**src/rtl/fb_dmem_ctrl.sv**
```systemverilog
// Data-memory responder for the MEM stage: request/grant/response on an SRAM-style bus with timeout.
// Optional feature: define FB_DMEM_POSTED_WR_EN to post aligned stores without stalling the pipeline.
module fb_dmem_ctrl #(
  parameter int ADDR_W  = 32,
  parameter int DATA_W  = 32,
  parameter int TIMEOUT = 16
) (
  input  logic              clk,
  input  logic              rst_n,
  input  logic              mem_read,
  input  logic              mem_write,
  input  logic [ADDR_W-1:0] addr,
  input  logic [DATA_W-1:0] wdata,
  output logic              mem_stall,
  output logic [DATA_W-1:0] rdata,
  output logic              rdata_vld,
  output logic              err,
  output logic              bus_req,
  output logic              bus_we,
  output logic [ADDR_W-1:0] bus_addr,
  output logic [DATA_W-1:0] bus_wdata,
  input  logic              bus_gnt,
  input  logic              bus_rvalid,
  input  logic [DATA_W-1:0] bus_rdata
);

  localparam int CNT_W = (TIMEOUT > 2) ? $clog2(TIMEOUT) : 1;

  typedef enum logic [1:0] {
    IDLE = 2'd0,
    REQ  = 2'd1,
    WAIT = 2'd2,
    DONE = 2'd3
  } state_t;

  state_t              state_r;
  state_t              state_nxt;
  logic [ADDR_W-1:0]   addr_r;
  logic [DATA_W-1:0]   wdata_r;
  logic                we_r;
  logic                rd_r;
  logic                err_r;
  logic                posted_r;
  logic [DATA_W-1:0]   rdata_r;
  logic [CNT_W-1:0]    cnt_r;

  logic                req_s;
  logic                aligned_s;
  logic                post_s;
  logic                tmo_s;
  logic                load_s;
  logic                cap_s;
  logic                zero_s;
  logic                tmo_err_s;
  logic                cnt_clr_s;
  logic                stall_s;

  assign req_s     = mem_read | mem_write;
  assign aligned_s = (addr[1:0] == 2'b00);
  assign tmo_s     = (cnt_r == CNT_W'(TIMEOUT - 1));

`ifdef FB_DMEM_POSTED_WR_EN
  assign post_s = mem_write & ~mem_read & aligned_s;
`else
  assign post_s = 1'b0;
`endif

  // Next-state logic; a grant or read data in the timeout cycle counts as progress.
  always_comb begin
    state_nxt = state_r;
    load_s    = 1'b0;
    cap_s     = 1'b0;
    zero_s    = 1'b0;
    tmo_err_s = 1'b0;
    cnt_clr_s = 1'b0;
    case (state_r)
      IDLE: begin
        if (req_s) begin
          load_s = 1'b1;
          if (!aligned_s) begin
            state_nxt = DONE;
            zero_s    = mem_read;
          end else begin
            state_nxt = REQ;
            cnt_clr_s = 1'b1;
          end
        end else begin
          state_nxt = IDLE;
        end
      end
      REQ: begin
        if (bus_gnt) begin
          if (we_r) begin
            state_nxt = DONE;
          end else if (bus_rvalid) begin
            state_nxt = DONE;
            cap_s     = 1'b1;
          end else begin
            state_nxt = WAIT;
            cnt_clr_s = 1'b1;
          end
        end else if (tmo_s) begin
          state_nxt = DONE;
          tmo_err_s = 1'b1;
          zero_s    = ~we_r;
        end else begin
          state_nxt = REQ;
        end
      end
      WAIT: begin
        if (bus_rvalid) begin
          state_nxt = DONE;
          cap_s     = 1'b1;
        end else if (tmo_s) begin
          state_nxt = DONE;
          tmo_err_s = 1'b1;
          zero_s    = 1'b1;
        end else begin
          state_nxt = WAIT;
        end
      end
      DONE:    state_nxt = IDLE;
      default: state_nxt = IDLE;
    endcase
  end

  // State register and request latches; err_r records both-asserted or misaligned at accept time.
  always_ff @(posedge clk or negedge rst_n) begin
    if (!rst_n) begin
      state_r  <= IDLE;
      addr_r   <= {ADDR_W{1'b0}};
      wdata_r  <= {DATA_W{1'b0}};
      we_r     <= 1'b0;
      rd_r     <= 1'b0;
      err_r    <= 1'b0;
      posted_r <= 1'b0;
    end else begin
      state_r <= state_nxt;
      if (load_s) begin
        addr_r   <= addr;
        wdata_r  <= wdata;
        we_r     <= mem_write & ~mem_read;
        rd_r     <= mem_read;
        err_r    <= (mem_read & mem_write) | ~aligned_s;
        posted_r <= post_s;
      end else if (tmo_err_s) begin
        err_r <= 1'b1;
      end
    end
  end

  // Load data register: updated only on the edge into DONE, held otherwise.
  always_ff @(posedge clk or negedge rst_n) begin
    if (!rst_n) begin
      rdata_r <= {DATA_W{1'b0}};
    end else if (cap_s) begin
      rdata_r <= bus_rdata;
    end else if (zero_s) begin
      rdata_r <= {DATA_W{1'b0}};
    end
  end

  // Timeout counter for REQ and WAIT; cleared on entry to either state.
  always_ff @(posedge clk or negedge rst_n) begin
    if (!rst_n) begin
      cnt_r <= {CNT_W{1'b0}};
    end else if (cnt_clr_s) begin
      cnt_r <= {CNT_W{1'b0}};
    end else if ((state_r == REQ) || (state_r == WAIT)) begin
      cnt_r <= cnt_r + CNT_W'(1);
    end
  end

  // Pipeline hold; a posted store only stalls requests that arrive behind it.
  always_comb begin
    stall_s = 1'b0;
    case (state_r)
      IDLE:      stall_s = req_s & ~post_s;
      REQ, WAIT: stall_s = ~posted_r | req_s;
      DONE:      stall_s = posted_r & req_s;
      default:   stall_s = 1'b0;
    endcase
  end

  assign mem_stall = rst_n & stall_s;
  assign bus_req   = (state_r == REQ);
  assign bus_we    = we_r;
  assign bus_addr  = addr_r;
  assign bus_wdata = wdata_r;
  assign rdata     = rdata_r;
  assign rdata_vld = (state_r == DONE) & rd_r;
  assign err       = (state_r == DONE) & err_r;

endmodule
```
**config.mk**
```make
export PLATFORM = sky130hd
export DESIGN_NAME = fb_dmem_ctrl
export DESIGN_NICKNAME = d
export VERILOG_FILES = /design/src/rtl/fb_dmem_ctrl.sv
export SDC_FILE = /design/constraint.sdc
export NUM_CORES = 1
export LEC_CHECK = 0
export CAP_MARGIN = 20
export CELL_PAD_IN_SITES_DETAIL_PLACEMENT = 1
export CELL_PAD_IN_SITES_GLOBAL_PLACEMENT = 2
export CORE_UTILIZATION = 26
export CTS_CLUSTER_DIAMETER = 120
export DETAILED_ROUTE_END_ITERATION = 16
export PLACE_DENSITY_LB_ADDON = 0.05
export SLEW_MARGIN = 20
export SYNTH_ARGS = -nofsm -noshare
export SYNTH_HDL_FRONTEND = slang
export SYNTH_SLANG_ARGS = --single-unit
```
**constraint.sdc**
```tcl
create_clock -name clk -period 2.55 [get_ports clk]
set_input_delay 0.6375 -clock clk [delete_from_list [all_inputs] [get_ports clk]]
set_output_delay 0.6375 -clock clk [all_outputs]
set_load 0.02 [all_outputs]
```
* Word level (Yosys, flattened, before mapping)
Index checks and enable logic that the tools add are counted.
** Word-level totals
- Bits in registers :: 105
- Output and inout port bits :: 101
- Logic and storage cells :: 67
- Bits of input ports :: 102
** Operators by class
- $add $sub $neg :: 1
- Equal/unequal tests :: 4
- Reduce and logical (&&, ||, !) cells :: 7
- Multiplexer cells :: 37
- Bitwise operators :: 10
** Operators by type and width (number)
- 2-to-1 mux 32 bit :: 2
- 2-to-1 mux 1 bit :: 23
- 2-to-1 mux 2 bit :: 4
- 2-to-1 mux 4 bit :: 2
- one-hot mux 2 bit (4 select lines) :: 1
- one-hot mux 1 bit (2 select lines) :: 3
- one-hot mux 1 bit (3 select lines) :: 2
- nonzero test 2 bit :: 3
- bitwise AND 1 bit :: 5
- adder 4 x 1 -> 4 bit (second input constant) :: 1
- == test 2 bit (second input constant) :: 2
- == test 4 bit (second input constant) :: 1
- logical NOT 2 bit :: 2
- NOT 1 bit :: 3
- == test 2 x 1 -> 1 bit (second input constant) :: 1
- bitwise OR 1 bit :: 2
- OR reduction 2 bit :: 1
- logical OR 1 bit :: 1

* Depth between registers and ports, before layout
Gate-level depths: netlist of run 1.
- Depth in word-level cells :: 6
- Depth in mapped cells :: 8
- Mapped depth without buffers :: 5

* Worst setup path before layout of run 1
Ideal clock, no wire load.
- Path kind :: in2out
- Start :: input port mem_write
- End :: output port mem_stall
- Path slack :: 0.568 ns
- Path buffers :: 0
- Data required time :: 1.913 ns
- Stages :: 3
- Data arrival time :: 1.344 ns
- Path through :: o21ai_0 o21ai_0 and2_1
** Between the ends
- Cells in the longest elaborated chain, start to end :: 3
** Ends and longest elaborated chain
- from (decl) :: line 11 : input logic mem_write,
- bitwise OR 1 bit :: line 58 : assign req_s = mem_read | mem_write;
- one-hot mux 1 bit (3 select lines) :: line 177 : case (state_r)
- bitwise AND 1 bit :: line 185 : assign mem_stall = rst_n & stall_s;
- to (decl) :: line 14 : output logic mem_stall,
No other way between the ends.

* Worst setup path in the final report of run 1
- Start :: register state_r[1]
- End :: output port rdata_vld
** Between the ends
- Cells in the longest elaborated chain, start to end :: 2
** Ends and longest elaborated chain
- from (decl) :: line 36 : state_t state_r;
- from (signal assigned) :: line 138 : state_r <= state_nxt;
- == test 2 bit :: line 191 : assign rdata_vld = (state_r == DONE) & rd_r;
- bitwise AND 1 bit :: line 191
- to (decl) :: line 16 : output logic rdata_vld,
No other way between the ends.

==> out/metrics.cfg, run 1 <==
[outcome]
status = complete, no violations

[timing]
holdWs_ns = 0.449
final-hold-violation-count = 0
layout_min_cycle_time_ns = 2.36
fin_crit_sh_pct = 92.6
finClkSkew_ns = 0.00712
worst_pin_slew_ns = 0.572
setup_viol = 0
setup_slack_ns = 0.188
max_clock_freq_mhz = 423
slew_headroom_pct = 61.9
drv_slew = 0
rsz0062_at_grt = no

[power]
power_density_nw_per_um2 = 1250
total_leakage_power_nw = 2.94
peakVddDrop_mv = 0.537

[layout]
nets = 659
areaGrowthSynthToFinish_pct = 58.7
layout.cells.non_filler = 775
finish.utilization_pct = 42.8
drive_above_1_share_pct = 20.0
num_antenna_cells = 0

[place]
placedCellCount = 760
hpwl_mm = 9.52
gp_congestion = 0.757
dp_slack_ns = -0.230
port-buffer-count = 202

[synth]
synth_edf_count = 0
syn-num-nets = 456
synth-main-ff-cell = dfrtp_1
syn_inst = 348
synthArstFlopShare_pct = 100
syn_area_per_cell_um2 = 13.1
ys_types = 34
ys_ff_latch = 105
ys_warn_count = 0
syn-cell-area_um2 = 4540
ys_seq_area_share_pct = 57.9

[worst_setup_path]
start_kind = flop
crit_arrival_ns = 1.72
r2r_cells = 6
regToRegStartpoint = state_r[1]$_DFF_PN0_
slowest_delay_ns = 0.63
rrSetupSlack_ns = 0.50
crit_fanout = 4
worstPathCellList = ha_1, and2_1, clkdlybuf4s50_1
critPathKind = reg -> out
rr_endpoint = rdata[11]$_DFFE_PN0P_
critPathLaunch = state_r[1]$_DFF_PN0_
crit_path_end_kind = output pin
cp_data_required_time_ns = 1.91
crit_slowest_cell = clkdlybuf4s50_1

[route]
first_iter_violations = 85
drcViolationCount = 0
first_pass_iters = 4
vias = 3564
drt.antenna.violating_nets = 0
wl_mm = 13.5
via_per_inst = 4.60
routedWlPerCell_um = 17.4

[clocking]
worst_skew_pair.late_latency_ns = 0.35
clockBufferDepth = 2
tritoncts = done
post_cts_buffers = 0
numCtsBuffers = 9
path_clk_slew_ns = 0.07
cts_sinks = 105
cts_hold_buf = 0
h-tree-depth = 3
cts-root-buf = clkbuf_16

[die]
rows = 47
core_area_um2 = 16800
dieArea_um2 = 18000
initial_core_util_pct = 27.0
die_x_um = 134
io-pin-count = 203
die_y_um = 134

[global_routing]
grt.total_usage_pct = 15.9
antenna_found_initial = 0
overflow = 0
grt_max_degree = 106
grt_pass1_wl_mm = 21.9
grt_pass1_vias = 3887

[worst_hold_path]
hp-class = in -> async

[flow_run]
maxCapViolations = 0

==> per-layer routing <==
layer  vias to the layer above  GRT usage [%]  wire length (µm)
met5                         -              0                 0
li1                       1665              -                 -
met2                       128           24.0              6190
met1                      1758           20.7              5860
met3                        13           6.12              1270
met4                         0           5.62               179
==> area by class of cell <==
cell class	instances	area [µm²]
clock inverters	5	78.8
clock buffers	10	239
repair buffers	221	2210
inverters	36	135
flip-flops and latches	105	2630
well taps	220	275
multi-input cells	178	1640
fillers	1816	9610
==> sequential cells by signal, indices dropped and copies added (netlist names) <==
signal,flops
bus_addr,32
bus_wdata,32
bus_we,1
cnt_r,4
err_r,1
rd_r,1
rdata,32
state_r,2
==> cells in the final DEF, fill, tap and decap left out, types with 2 or more instances in the layout <==
cell type / n
mux2_2: 64
inv_1: 36
and2_1: 4
clkinv_2: 2
buf_4: 16
bufinv_16: 2
nand3_1: 2
clkdlybuf4s50_1: 199
buf_12: 4
a31o_2: 2
a21oi_1: 3
dfrtp_1: 105
o21ai_0: 2
nor2_1: 5
o41ai_2: 4
nand2_1: 6
ha_1: 6
clkbuf_16: 9
xor2_1: 2
o41ai_1: 28
o211ai_1: 32
==> how the worst max path moves through the flow <==
stage | cells past startpoint | end
global placement | 5 | mem_stall
global route | 3 | err
floorplan | 3 | mem_stall
CTS | 3 | bus_req
finish | 3 | rdata_vld
detailed placement | 5 | mem_stall
==> critical path: cells and delay by family (launching register included) <==
family | cells | cell delay, ns
simple gates | 1 | 0.14
buf+inv | 1 | 0.63
flops | 1 | 0.40
fa+ha+maj | 1 | 0.20
==> what timing repair did <==
action / 4_1_cts / 5_1_grt
pin swaps: 0 / 0
cloned: 0 / 0
endpoints found under the hold margin: 0 / 0
resized for setup: 2 / 3
endpoints found under the setup margin: 1 / 2
==> per-stage QoR <==
stage / total power [mW] / area, µm² / TNS (ns)
2_1_floorplan: 5.34 / 4540 / 0
3_3_place_gp: 7.49 / 6890 / -0.180
3_5_place_dp: 7.59 / 6890 / -0.230
4_1_cts: 9.15 / 7210 / 0
5_1_grt: 9.57 / 7210 / 0
6_report: 8.98 / 7210 / 0
==> synthesized netlist by cell type (2+ instances only) <==
master,n,share of area (%)
dfrtp_1,105,58
mux2_2,64,16
inv_1,36,3.0
o211ai_1,32,5.3
o41ai_1,28,5.4
clkbuf_1,15,1.2
buf_2,11,1.2
ha_1,6,1.7
nand2_1,6,0.50
nor2_1,5,0.41
and2_1,4,0.55
o41ai_2,4,1.4
a21oi_1,3,0.33
buf_6,3,0.74
o21ai_0,3,0.33
a31o_2,2,0.39
nand3_1,2,0.22
o21a_1,2,0.33
xor2_1,2,0.39
==> cell families (layout without fill, tap and decap cells) <==
| logic type | Yosys count | in the layout | share of synthesized area (%) |
|---|---|---|---|
| AND/OR/NAND/NOR | 24 | 24 | 2.87 |
| flip-flops | 105 | 105 | 57.9 |
| multiplexers | 65 | 65 | 16.1 |
| XOR/XNOR | 3 | 3 | 0.579 |
| AO/OA/AOI/OAI | 80 | 80 | 14.8 |
| adder cells (fa/ha/maj) | 6 | 6 | 1.65 |
| buffers and inverters | 65 | 272 | 6.17 |
==> where the power goes <==
group / switching [mW] / internal (mW) / total (mW) / leakage, nW
sequential: 0.408 / 2.42 / 2.83 / 1.28
combinational: 2.29 / 2.35 / 4.64 / 1.50
clock: 0.628 / 0.883 / 1.51 / 0.159
(Power assumes the default switching activity.)
==> inputs of run 2 (changes only) <==
==> constraint.sdc (replaced) <==
create_clock -name clk -period 2.55 [get_ports clk]
set_input_delay 0.3825 -clock clk [delete_from_list [all_inputs] [get_ports clk]]
set_output_delay 0.3825 -clock clk [all_outputs]
set_load 0.02 [all_outputs]
==> run 2 against run 1 <==
Compared with the run above:
- die area did not move
- via count rose by 0.87%
- critical path depth rose by 3
- combinational power fell by 0.9%
- clock skew rose by 0.0014 ns
- global-route usage barely moved
- worst hold slack got worse by 0.22 ns
- register-to-register slack barely moved
- clock power fell by 11%
- design area fell by 1.3%
- worst setup slack improved by 0.13 ns
- final cell count fell by 0.26%
- largest cell class unchanged
==> out/metrics.cfg, run 2 (same netlist as run 1, synthesis figures left out) <==
[flow_run]
maxCapViolations = 0

[global_routing]
grt_pass1_vias = 3904
antenna_found_initial = 0
grt.total_usage_pct = 16.0
overflow = 0
grt_max_degree = 54
grt_pass1_wl_mm = 22.0

[route]
first_iter_violations = 128
first_pass_iters = 4
vias = 3595
via_per_inst = 4.65
wl_mm = 13.5
drt.antenna.violating_nets = 0
drcViolationCount = 0
routedWlPerCell_um = 17.5

[worst_setup_path]
worstPathCellList = inv_1, ha_1, inv_1, o21ai_0, and2_1, clkbuf_2
cpMostUsedCell = inv_1
cp_data_required_time_ns = 2.17
critPathBufInv = 3
crit_slowest_cell = dfrtp_1
crit_family = flip-flops
start_kind = flop
crit_path_end_kind = output pin
slowest_delay_ns = 0.40
crit_fanout = 6
crit_arrival_ns = 1.85
critPathKind = reg -> out

[layout]
finalInstanceArea_um2 = 7110
finish.utilization_pct = 42.3
drive_above_1_share_pct = 19.5
num_antenna_cells = 0
final_cell_mix = clkdlybuf4s50_1, dfrtp_1, mux2_2
nets = 656
final_common_cell = clkdlybuf4s50_1
fillers = 1816
areaGrowthSynthToFinish_pct = 56.5

[power]
comb_power_share_pct = 52.5
seq_power_share_pct = 32.1
power_density_nw_per_um2 = 1230
p_clk_share_pct = 15.4
p_sw_share_pct = 37.8
peakVddDrop_mv = 0.509
total_leakage_power_nw = 2.88
switchingPower_mw = 3.32
p_int_mw = 5.46

[timing]
layout_min_cycle_time_ns = 2.23
worst_pin_slew_ns = 0.725
slew_headroom_pct = 51.7
drv_slew = 0
rsz0062_at_grt = no
setup_viol = 0
max_clock_freq_mhz = 449
finClkSkew_ns = 0.00852
fin_setup_tns_ns = 0
final-hold-violation-count = 0
fin_crit_sh_pct = 87.4
holdWs_ns = 0.226

[clocking]
post_cts_buffers = 0
clockBufferDepth = 2
cts-root-buf = clkbuf_16
h-tree-depth = 3
cts_sinks = 105
worst_skew_pair.late_latency_ns = 0.35
tritoncts = done
path_clk_slew_ns = 0.07
numCtsBuffers = 9
cts_hold_buf = 0

[die]
dieArea_um2 = 18000
rows = 47
core_area_um2 = 16800
die_y_um = 134
die_x_um = 134
initial_core_util_pct = 27.0
io-pin-count = 203

[place]
port-buffer-count = 202
gp_congestion = 0.769
hpwl_mm = 9.54
post_dp_cell_area_um2 = 6830

[worst_hold_path]
hp-class = in -> async

[outcome]
status = complete, no violations

run 2: changes by cell type in the layout (fill, tap and decap cells not counted), sizes merged:
cell,before,now
clkdlybuf4s50,199,200
inv,37,36
clkinv,2,4
dlymetal6s2s,1,0
buf,20,17
bufinv,2,0
clkbuf,11,13
run 2: metal layers:
metal  global-route usage (%)  routed length, µm  vias up
met5                        0                  0        -
met4                     5.06                157        0
met3                     6.61               1370        9
met2                     25.1               6300      125
met1                     19.8               5660     1789
li1                         -                  -     1672
run 2: worst paths after layout:
path                                           start                       end  slack [ns]  depth (start not counted)
worst max-delay path            state_r[0]$_DFF_PN0_                 mem_stall        0.32                          6
worst min-delay path                           rst_n  bus_addr[18]$_DFFE_PN0P_        0.23                          2
worst max register to register  state_r[1]$_DFF_PN0_      rdata[4]$_DFFE_PN0P_        0.51                          6
worst min register to register      rd_r$_DFFE_PN0P_          rd_r$_DFFE_PN0P_        0.48                          2
max in group asynchronous                      rst_n   bus_addr[2]$_DFFE_PN0P_        1.82                          2
min in group clk                    rd_r$_DFFE_PN0P_          rd_r$_DFFE_PN0P_        0.48                          2
run 2: power groups by stage:
stage | combinational (mW) | clock (mW) | sequential [mW]
after floorplan | 1.69 | 0 | 3.65
after global placement | 4.63 | 0 | 2.81
after detailed placement | 4.68 | 0 | 2.85
after CTS | 4.69 | 1.42 | 2.84
after global routing | 4.96 | 1.47 | 2.94
final | 4.60 | 1.35 | 2.82
run 2: stage by stage:
step	power (mW)	setup slack (ns)	std cells
floorplan	5.34	0.594	348
global placement	7.44	0.255	757
detailed placement	7.54	0.210	757
CTS	8.94	0.127	773
global route	9.37	0.124	773
finish	8.77	0.321	773
run 2: repair_timing:
item / CTS / global route
hold endpoints to repair: 0 / 0
resized for setup: 1 / 2
setup endpoints to repair: 1 / 1
gates cloned: 0 / 0
run 2: layout make-up:
cell class,count,area (µm²),area share [%]
sequential,105,2630,37.0
timing repair buffer,218,2150,30.2
clock buffer,12,256,3.61
tap,220,275,3.87
inverter,36,135,1.90
multi-input combinational,178,1640,23.1
clock inverter,4,27.5,0.387
